$ cat config.mk
export PLATFORM = sky130hd
export DESIGN_NAME = coin_acceptor
export DESIGN_NICKNAME = d
export VERILOG_FILES = /design/src/rtl/coin_pkg.sv /design/src/rtl/coin_debounce.sv /design/src/rtl/coin_acceptor.sv
export SDC_FILE = /design/constraint.sdc
export NUM_CORES = 1
export LEC_CHECK = 0
export CAP_MARGIN = 5
export CORE_MARGIN = 2
export CORE_UTILIZATION = 42
export DETAILED_ROUTE_END_ITERATION = 8
export PLACE_DENSITY = 0.61
export SLEW_MARGIN = 20
export SYNTH_ARGS = -nofsm -noshare
export SYNTH_HDL_FRONTEND = slang
export SYNTH_SLANG_ARGS = --single-unit
$ cat constraint.sdc
create_clock -name clk -period 2.95 [get_ports clk]
set_input_delay 0.59 -clock clk [delete_from_list [all_inputs] [get_ports clk]]
set_output_delay 0.59 -clock clk [all_outputs]
set_load 0.005 [all_outputs]
$ cat src/rtl/coin_pkg.sv
// Coin acceptor shared definitions.
// Contents: coin codes presented to the vending FSM, debounce channel state encoding,
//           and the same-cycle event merge helper.
package coin_pkg;

    typedef logic [1:0] coin_code_t;

    localparam coin_code_t COIN_NONE = 2'b00;
    localparam coin_code_t COIN_5    = 2'b01;
    localparam coin_code_t COIN_10   = 2'b10;

    // Debounce channel states: IDLE/ARM mean "released", HELD/REL_WAIT mean "pressed".
    typedef enum logic [1:0] {
        IDLE     = 2'd0,
        ARM      = 2'd1,
        HELD     = 2'd2,
        REL_WAIT = 2'd3
    } chan_state_e;

    // Code to queue for one cycle of channel events; simultaneous events queue nothing.
    function automatic coin_code_t merge_code(input logic ev5, input logic ev10);
        coin_code_t code;
        case ({ev10, ev5})
            2'b01:   code = COIN_5;
            2'b10:   code = COIN_10;
            default: code = COIN_NONE;
        endcase
        return code;
    endfunction

endpackage

$ cat src/rtl/coin_debounce.sv
// One coin slot: 2-flop synchroniser, debounce FSM and stability counter.
// Ports:
//   clk    in  rising-edge clock
//   reset  in  synchronous, active-high
//   raw    in  asynchronous raw sensor (high = coin present)
//   ev     out registered 1-cycle pulse per accepted press (event is a reserved word)
module coin_debounce
    import coin_pkg::*;
#(
    parameter int unsigned DEBOUNCE = 4
) (
    input  logic clk,
    input  logic reset,
    input  logic raw,
    output logic ev
);

    localparam int unsigned CW = $clog2(DEBOUNCE + 1);
    localparam logic [CW-1:0] CNT_LAST = CW'(DEBOUNCE - 1);
    localparam logic [CW-1:0] CNT_ONE  = CW'(1);

    logic          sync1;
    logic          raw_s;
    chan_state_e   state;
    chan_state_e   state_nxt;
    logic [CW-1:0] cnt;
    logic [CW-1:0] cnt_nxt;
    logic          ev_nxt;

    // Synchroniser, state, counter and event registers.
    // Reset lands in REL_WAIT so a sensor stuck high through reset is treated as still pressed.
    always_ff @(posedge clk) begin
        if (reset) begin
            sync1 <= 1'b0;
            raw_s <= 1'b0;
            state <= REL_WAIT;
            cnt   <= '0;
            ev    <= 1'b0;
        end else begin
            sync1 <= raw;
            raw_s <= sync1;
            state <= state_nxt;
            cnt   <= cnt_nxt;
            ev    <= ev_nxt;
        end
    end

    // Next state: a level change is accepted after DEBOUNCE consecutive stable samples.
    always_comb begin
        state_nxt = state;
        cnt_nxt   = cnt;
        ev_nxt    = 1'b0;
        case (state)
            IDLE: begin
                if (raw_s) begin
                    state_nxt = ARM;
                    cnt_nxt   = CNT_ONE;
                end
            end
            ARM: begin
                if (!raw_s) begin
                    state_nxt = IDLE;
                end else if (cnt == CNT_LAST) begin
                    state_nxt = HELD;
                    ev_nxt    = 1'b1;
                end else begin
                    cnt_nxt = cnt + CNT_ONE;
                end
            end
            HELD: begin
                if (!raw_s) begin
                    state_nxt = REL_WAIT;
                    cnt_nxt   = CNT_ONE;
                end
            end
            REL_WAIT: begin
                if (raw_s) begin
                    state_nxt = HELD;
                end else if (cnt == CNT_LAST) begin
                    state_nxt = IDLE;
                end else begin
                    cnt_nxt = cnt + CNT_ONE;
                end
            end
            default: state_nxt = REL_WAIT;
        endcase
    end

endmodule

$ cat src/rtl/coin_acceptor.sv
// Coin acceptor front end for the vending FSM: debounces the 5 and 10 slots, merges
// their events and queues coins in a small FIFO presented one per cycle.
// Ports:
//   clk         in  rising-edge clock
//   reset       in  synchronous, active-high
//   coin5_raw   in  raw 5-unit sensor
//   coin10_raw  in  raw 10-unit sensor
//   sink_busy   in  downstream not consuming this cycle; head is held
//   coin_out    out head coin code (00 when empty), from registered FIFO state
//   fifo_level  out number of queued coins
//   reject      out registered 1-cycle pulse when a coin event was dropped
module coin_acceptor
    import coin_pkg::*;
#(
    parameter int unsigned DEBOUNCE = 4,
    parameter int unsigned DEPTH    = 4
) (
    input  logic                     clk,
    input  logic                     reset,
    input  logic                     coin5_raw,
    input  logic                     coin10_raw,
    input  logic                     sink_busy,
    output logic [1:0]               coin_out,
    output logic [$clog2(DEPTH):0]   fifo_level,
    output logic                     reject
);

    localparam int unsigned PW = $clog2(DEPTH);
    localparam int unsigned LW = PW + 1;

    logic          ev5;
    logic          ev10;
    coin_code_t    push_code;
    logic          single;
    logic          both;
    logic          empty;
    logic          full;
    logic          pop;
    logic          push;
    logic          reject_c;
    coin_code_t    mem [DEPTH];
    logic [PW-1:0] wr_ptr;
    logic [PW-1:0] rd_ptr;

    coin_debounce #(.DEBOUNCE(DEBOUNCE)) u_deb5 (
        .clk   (clk),
        .reset (reset),
        .raw   (coin5_raw),
        .ev    (ev5)
    );

    coin_debounce #(.DEBOUNCE(DEBOUNCE)) u_deb10 (
        .clk   (clk),
        .reset (reset),
        .raw   (coin10_raw),
        .ev    (ev10)
    );

    // Merge and FIFO control; a pop in the same cycle frees the slot for a push when full.
    always_comb begin
        push_code = merge_code(ev5, ev10);
        single    = ev5 ^ ev10;
        both      = ev5 & ev10;
        empty     = (fifo_level == '0);
        full      = (fifo_level == LW'(DEPTH));
        pop       = !empty && !sink_busy;
        push      = single && (!full || pop);
        reject_c  = both || (single && full && !pop);
    end

    // FIFO storage, pointers (wrap naturally at power-of-2 depth), level and reject pulse.
    always_ff @(posedge clk) begin
        if (reset) begin
            for (int unsigned i = 0; i < DEPTH; i++) begin
                mem[i] <= COIN_NONE;
            end
            wr_ptr     <= '0;
            rd_ptr     <= '0;
            fifo_level <= '0;
            reject     <= 1'b0;
        end else begin
            if (push) begin
                mem[wr_ptr] <= push_code;
                wr_ptr      <= wr_ptr + PW'(1);
            end
            if (pop) begin
                rd_ptr <= rd_ptr + PW'(1);
            end
            if (push && !pop) begin
                fifo_level <= fifo_level + LW'(1);
            end else if (pop && !push) begin
                fifo_level <= fifo_level - LW'(1);
            end
            reject <= reject_c;
        end
    end

    assign coin_out = empty ? COIN_NONE : mem[rd_ptr];

endmodule

== Word-level counts from Yosys, hierarchy flattened ==
Memories as Yosys holds them, arrays and structs flattened. A register that Yosys moved wholly into a read port is not among the register bits.
Index checks and enable logic that the tools add are counted.
Word-level totals
  output and inout bits: 6
  RAM bits: 8
  memories kept: 1
  logic and storage cells: 116
  register bits: 24
Memories
  mem: words 4, bits a word 2, read ports 1, clocked after memory_dff 1, wr ports 4, RTL line coin_acceptor.sv:41  | coin_code_t mem [DEPTH];
Operators by class
  reductions and logical operators: 24
  muxes and demuxes: 42
  equal/unequal tests: 23
  bitwise operators: 6
  add/sub/neg operators: 6
Operators by type and width (count)
  3-bit 2-to-1 mux: 12
  2-bit 2-to-1 mux: 17
  3-bit case mux with 4 select lines: 2
  2-bit case mux with 4 select lines: 2
  4-bit AND reduction: 4
  2-bit equality test, second input constant: 5
  3-bit by 1-bit adder with 3-bit output, second input constant: 3
  1-bit 2-to-1 mux: 8
  2-bit by 1-bit inequality test with 1-bit output, second input constant: 4
  2-bit inequality test, second input constant: 4
  2-bit by 1-bit equality test with 1-bit output, second input constant: 3
  3-bit by 2-bit equality test with 1-bit output, second input constant: 2
  1-bit logical AND: 6
  3-bit by 1-bit inequality test with 1-bit output, second input constant: 2
  3-bit inequality test, second input constant: 2
  3-bit OR reduction: 2
  1-bit zero test: 5
  2-bit by 1-bit adder with 2-bit output, second input constant: 2
  2-bit zero test: 2
  1-bit inverter: 4
  2-bit case mux with 2 select lines: 1
  3-bit equality test, second input constant: 1
  3-bit zero test: 1
  3-bit by 1-bit subtractor with 3-bit output, second input constant: 1
  5 further kinds: 6

== Depth between registers and ports, before layout ==
Gate-level depths: netlist (run 1).
  depth after elaboration: 10
  mapped depth: 9
  mapped depth without buffers: 9

== Cells and area by module ==
Synthesis (run 1) repeated with hierarchy kept, for this count alone.
Unflattened totals
  cell total of the unflattened synthesis: 146
  area, all modules: 1564.0 µm²
By module, submodules not included
  coin_acceptor: seq. area each 440.4 µm², cells each 82, instances 1, area each 885.8 µm²
  coin_debounce: seq. area each 160.2 µm², cells each 32, instances 2, area each 339.1 µm²

== Worst setup path before layout (run 1) ==
Ideal clock, no wire load.
  path type: input-to-reg
  from: in sink_busy
  to: reg fifo_level[2]
  path slack: 710 ps
  arrival: 2171 ps
  stages on the path: 8
  data required time: 2880 ps
  path through: and4bb_1 nor2_1 ha_1 inv_1 fa_1 xor2_1 or3_1 a21oi_1
On the way
  cells in the longest elaborated chain, start to end: 7
RTL lines
  start, declared: RTL line coin_acceptor.sv:22  | input logic sink_busy,
  1-bit zero test *: RTL line coin_acceptor.sv:66  | pop = !empty && !sink_busy;
  1-bit logical AND *: RTL line coin_acceptor.sv:66
  1-bit logical OR *: RTL line coin_acceptor.sv:67  | push = single && (!full || pop);
  1-bit logical AND *: RTL line coin_acceptor.sv:67
  named net push: RTL line coin_acceptor.sv:39  | logic push;
  1-bit zero test: RTL line coin_acceptor.sv:91  | end else if (pop && !push) begin
  1-bit logical AND: RTL line coin_acceptor.sv:91
  2-bit nonzero test (no source line)
  end signal, assigned: RTL line coin_acceptor.sv:90  | fifo_level <= fifo_level + LW'(1);
  end signal, assigned: RTL line coin_acceptor.sv:92  | fifo_level <= fifo_level - LW'(1);
  end, declared: RTL line coin_acceptor.sv:24  | output logic [$clog2(DEPTH):0] fifo_level,
Mark *: on every way through the listed nets, which the timed path passes. The rest lies on a longest branch.
A chain may end at the register's enable or synchronous reset.

== Worst setup path in the final report (run 1) ==
Ends and elaborated chain as after synthesis.

==> results_dict.tcl, run 1 <==
set metrics [dict create \
    clk_latency_ns 0.33 \
    path_cells "clkdlybuf4s50_1 > and4bb_1 > nor2_1 > ha_1 > inv_1 > fa_1 > xor2_1 > or3_1 > a21oi_1" \
    num_antenna_cells 0 \
    regArea_um2 761 \
    wl_met3_um 91 \
    power_leakage_nw 0.676 \
    hold_violations 0 \
    syn-cell-area_mm2 0.00153 \
    post-route-period-util_pct 82.8 \
    cts_resized 0 \
    antenna_found_initial 0 \
    start_util_pct 44.8 \
    routed_wl_mm 2.50 \
    wl_met2_mm 1.25 \
    die_y_um 64.4 \
    grt_max_degree 25 \
    nNetsFinal 177 \
    fin_hold_ws_ns 0.455 \
    grt_pass1_vias 1040 \
    drv_slew 0 \
    die-width_um 64.4 \
    ys_warn_count 0 \
    yosysTopAreaCell "dfxtp_1" \
    ff2ff_path_depth 9 \
    post-route-min-period_ns 2.44 \
    worstPathRequired_ns 3.22 \
    maxCapViolCount 0 \
    crit_family "simple AND/OR/NAND/NOR gates" \
    grt_pass1_wl_mm 4.44 \
    synth_edf_count 8 \
    worst-path-buf-inv 2 \
    setup_viol 0 \
    grtUsageTotal_pct 14.2 \
    clock_sinks 34 \
    met1_length_mm 1.09 \
    viasPerCell 5.16 \
    fin_skew_ns 0.00470 \
    dp_hpwl_mm 1.81 \
    hold_depth 1 \
    cts_tree "built" \
    syn_to_final_growth_pct 13.9 \
    cp-startpoint "sink_busy" \
    synthFlopType "dfxtp_1" \
    synth_seq_cells 34 \
    cts_setup_buffers 0 \
    firstDrtPassIters 4 \
    gp_congestion 0.734 \
    dieArea_mm2 0.00414 \
    fin_setup_tns_ns 0 \
    routed.top_layer "met4" \
    post_drt_wl_per_cell_um 11.9 \
    power.total_mw 1.19 \
    peakVddDrop_v 0.000279 \
    final_util_pct 51.0 \
    syn_nets 161 \
    startpoint_type "primary input" \
    hold_path_startpoint "u_deb10.sync1" \
    grt_overflow 0 \
    coreArea_mm2 0.00342 \
    crit-reg2reg-launch "u_deb5.ev" \
    max_slew_margin_pct 76.2 \
    clkPwrFrac_pct 19.3 \
    end_kind "register" \
    hold_buffers 0 \
    synthArstFlopShare_pct 0 \
    root_buffer "clkbuf_4" \
    cts_buffers 5 \
    io_pins 11 \
    p_sw_share_pct 30.2 \
    hold_path.class "reg -> reg" \
    seqPwrFrac_pct 51.5 \
    drc 0 \
    ant_nets 0 \
    clk_pin_slew_worst_paths_ns 0.09 \
    fillers 323 \
    arrival_ns 2.71 \
    worstMarginPinSlew_ns 0.354 \
    synth_area_per_cell_um2 10.4 \
    combPwrFrac_pct 29.2 \
    rsz0062_at_grt "no" \
    critical_path_depth 9 \
    cts_buffer_depth 2 \
    ys_seq_area_share_pct 49.7 \
    crit_fanout 6 \
    cts_max_level 2 \
    drive_gt1_share_pct 9.76 \
    switching_power_mw 0.360 \
    clock.fmax_mhz 409 \
    via_count 1083 \
    power_density_mw_per_mm2 683 \
    numPortBuffers 10 \
    synth_top_cell_area_share_pct 34.0 \
    max_stage_delay_ns 0.47 \
    ys_top_cells_by_area "dfxtp_1 34%, edfxtp_1 16%, ha_1 6.5%" \
    num_rows 21 \
    worst_path_max_delay_cell "clkdlybuf4s50_1" \
    multi_input_area_um2 712 \
    worstSetupPathType "in -> reg" \
    drtIter0Drc 55 \
    status "finished clean" \
    synth.distinct_cells 39 \
    internal_power_mw 0.830 \
    synthCells 147 \
]
[power groups by stage]
| stage | logic [mW] | registers, mW | clock network, mW |
|---|---|---|---|
| 6_report | 0.347 | 0.613 | 0.230 |
| 3_5_place_dp | 0.348 | 0.624 | 0 |
| 5_1_grt | 0.393 | 0.628 | 0.264 |
| 2_1_floorplan | 0.230 | 0.608 | 0 |
| 3_3_place_gp | 0.338 | 0.620 | 0 |
| 4_1_cts | 0.351 | 0.614 | 0.242 |
[worst reg2reg max path, stage by stage, from the launching register on]
cell	delay, ns
dfxtp_1	0.37
inv_1	0.05
ha_1	0.34
nor2_1	0.17
ha_1	0.20
inv_1	0.06
fa_1	0.37
xor2_1	0.15
or3_1	0.30
a21oi_1	0.14
[logic make-up (layout without fill, tap and decap cells)]
kind of cell / Yosys count / count (layout) / synth area share [%]
DFF: 34 / 34 / 49.7
AOI/OAI and AO/OA: 30 / 30 / 12.9
and+or+nand+nor: 51 / 51 / 18.8
adders and majority gates: 9 / 9 / 7.85
buffers and inverters: 15 / 32 / 3.76
xor gates and xnor gates: 5 / 5 / 3.35
muxes: 3 / 3 / 3.60
[synthesized netlist by cell type, drive strengths merged (2+ instances only)]
| cell | number |
|---|---|
| a211o | 3 |
| nor2 | 12 |
| or3 | 4 |
| nor3 | 4 |
| o21ai | 6 |
| ha | 8 |
| a31o | 3 |
| inv | 11 |
| a21oi | 10 |
| dfxtp | 26 |
| clkbuf | 2 |
| and3 | 2 |
| mux4 | 2 |
| xor2 | 4 |
| nand2b | 3 |
| nand3 | 4 |
| nor2b | 8 |
| nor4b | 2 |
| a21o | 3 |
| nand2 | 5 |
| edfxtp | 8 |
| buf | 2 |
[area by class of cell]
| class | instances | share of cell area [%] |
|---|---|---|
| well taps | 46 | 3.30 |
| flip-flops and latches | 34 | 43.6 |
| inverters | 11 | 2.37 |
| clock buffers | 5 | 2.15 |
| multi-input cells | 98 | 40.8 |
| repair buffers | 13 | 7.04 |
| clock inverters | 3 | 0.646 |
[placed cells by master, fill, tap and decap left out, drive strengths merged, types with 6 or more instances in the layout]
cell,instances
a21oi,10
ha,8
clkdlybuf4s50,10
nor2,12
edfxtp,8
o21ai,6
inv,11
nor2b,8
dfxtp,26
[metal layers]
metal	up-vias	track usage (%)
met3	8	3.70
li1	554	-
met5	-	0
met4	0	9.04
met2	14	24.5
met1	507	15.2
[stage by stage]
step	cell area, um^2	worst slack, ns	instances
floorplan	1530	0.710	147
global placement	1690	0.225	202
global route	1740	0.397	210
finish	1740	0.507	210
CTS	1740	0.507	210
detailed placement	1690	0.161	202
[worst paths after layout]
kind / to / slack [ns]
worst min register to register: u_deb10.raw_s / 0.45
worst max register to register: fifo_level[2] / 0.74
worst max-delay path: fifo_level[2] / 0.51
worst min-delay path: u_deb10.raw_s / 0.45
No activity file was read; power rests on OpenSTA's default activity.
==> run 2, diff against run 1 <==
==> constraint.sdc (replaced) <==
create_clock -name clk -period 2.5 [get_ports clk]
set_input_delay 0.5 -clock clk [delete_from_list [all_inputs] [get_ports clk]]
set_output_delay 0.5 -clock clk [all_outputs]
set_load 0.005 [all_outputs]
==> run 2 against run 1 <==
Effect of this change: clock-buffer cell count up 1; clock power grew 24%; critical path depth down 6; first-iteration DRC count is 55% lower; combinational power rose by 20%; global-route usage is 0.90 points higher; critical path type is now reg -> out; critical endpoint is now coin_out[0]; largest cell class unchanged.
==> results_dict.tcl, run 2 (synthesis results as in run 1) <==
set metrics [dict create \
    status "finished clean" \
    fin_hold_ws_ns 0.450 \
    post-route-period-util_pct 91.7 \
    drv_slew 0 \
    maxCapViolCount 0 \
    gp_congestion 0.742 \
    hold_path_startpoint "u_deb10.sync1" \
    cts_buffer_depth 2 \
    die_y_um 64.4 \
    postPlaceCellArea_mm2 0.00172 \
    worstSetupPathType "reg -> out" \
    routed_wl_mm 2.55 \
    post-route-min-period_ns 2.29 \
    ant_nets 0 \
    crit-reg2reg-launch "u_deb5.ev" \
    rsz0062_at_grt "no" \
    startpoint_type "register" \
    cts_resized 0 \
    clk_latency_ns 0.33 \
    drive_gt1_share_pct 12.0 \
    post_drt_wl_per_cell_um 12.0 \
    hold_violations 0 \
    peakVddDrop_v 0.000377 \
    hold_buffers 0 \
    grt_max_degree 22 \
    grt_overflow 0 \
    post-place-ws_ns -0.109 \
    dp_hpwl_mm 1.88 \
    dieArea_mm2 0.00414 \
    num_antenna_cells 0 \
    hold_path.class "reg -> reg" \
    hold_end "u_deb10.raw_s" \
    max_slew_margin_pct 71.0 \
    hold_depth 1 \
    final_cell_mix "26 x dfxtp_1, 12 x nor2_1, 11 x inv_1, 10 x a21oi_1, 10 x clkdlybuf4s50_1" \
    clock_sinks 34 \
    power_density_mw_per_mm2 808 \
    grt_pass1_vias 1097 \
    drtIter0Drc 25 \
    reg2reg_slack_ns 0.28 \
    final_common_cell "dfxtp_1" \
    die-width_um 64.4 \
    reg2reg_to "fifo_level[2]" \
    end_kind "primary output" \
    syn_to_final_growth_pct 15.5 \
    worst_slack_ns 0.206 \
    num_rows 21 \
    viasPerCell 5.17 \
    grtUsageTotal_pct 15.0 \
    cts_max_level 2 \
    antenna_found_initial 0 \
    setup_viol 0 \
    numPortBuffers 10 \
    clk_pin_slew_worst_paths_ns 0.10 \
    power.total_mw 1.43 \
    via_count 1101 \
    cts_setup_buffers 0 \
    io_pins 11 \
    start_util_pct 44.8 \
    drc 0 \
    design_area_mm2 0.00177 \
    final_util_pct 51.7 \
    fin_skew_ns 0.00713 \
    clock.fmax_mhz 436 \
    worstMarginPinSlew_ns 0.434 \
    cts_buffers 5 \
    coreArea_mm2 0.00342 \
    crit_fanout 2 \
    cts_tree "built" \
    firstDrtPassIters 3 \
    arrival_ns 1.79 \
    power_leakage_nw 0.694 \
    root_buffer "clkbuf_4" \
    nNetsFinal 180 \
    ff2ff_path_depth 9 \
    grt_pass1_wl_mm 4.70 \
    worstPathRequired_ns 2.00 \
]
## run 2: changes by cell type in the layout (fill, tap and decap cells not counted), sizes merged
cell    previous run  this run
clkinv             3         2
clkbuf             5         6
buf                3         6
## run 2: area by class of cell
type                       instances  area [um^2]
clock buffer                       6         41.3
clock inverter                     2         8.76
fill                             335         1650
inverter                          11         41.3
multi-input combinational         98          712
sequential                        34          761
tap                               46         57.6
timing repair buffer              16          145
## run 2: stage by stage
| stage | setup TNS (ns) | cells |
|---|---|---|
| 5_1_grt | 0 | 213 |
| 2_1_floorplan | 0 | 147 |
| 3_5_place_dp | -0.109 | 205 |
| 3_3_place_gp | 0 | 205 |
| 4_1_cts | 0 | 213 |
| 6_report | 0 | 213 |
## run 2: how the worst max path moves through the flow
stage,startpoint,endpoint,slack [ns],cells past startpoint
after floorplan,u_deb5.ev,fifo_level[2],0.34,9
after global placement,sink_busy,fifo_level[2],0.01,9
after detailed placement,sink_busy,fifo_level[2],-0.11,9
after CTS,register,coin_out[0],0.17,3
after global routing,u_deb5.ev,fifo_level[2],0.06,9
final,register,coin_out[0],0.21,3
## run 2: worst max-delay path: stages (launching register included)
cell and delay, ns:
dfxtp_1 0.39, mux4_2 0.49, nor2b_1 0.14, clkdlybuf4s50_1 0.44
## run 2: routing by layer
metal | vias up | wire length (um) | share of wire [%] | track usage [%]
met3 | 6 | 96 | 3.8 | 5.81
met1 | 527 | 1120 | 44 | 16.2
met2 | 12 | 1280 | 50 | 26.2
li1 | 556 | - | - | -
met5 | - | 0 | 0 | 0
met4 | 0 | 51 | 2.0 | 6.38
## run 2: power by group
| part | internal [mW] | total (mW) | switching [mW] |
|---|---|---|---|
| Sequential | 0.644 | 0.723 | 0.0793 |
| Clock | 0.106 | 0.285 | 0.180 |
| Combinational | 0.241 | 0.418 | 0.177 |
| Total | 0.991 | 1.43 | 0.436 |
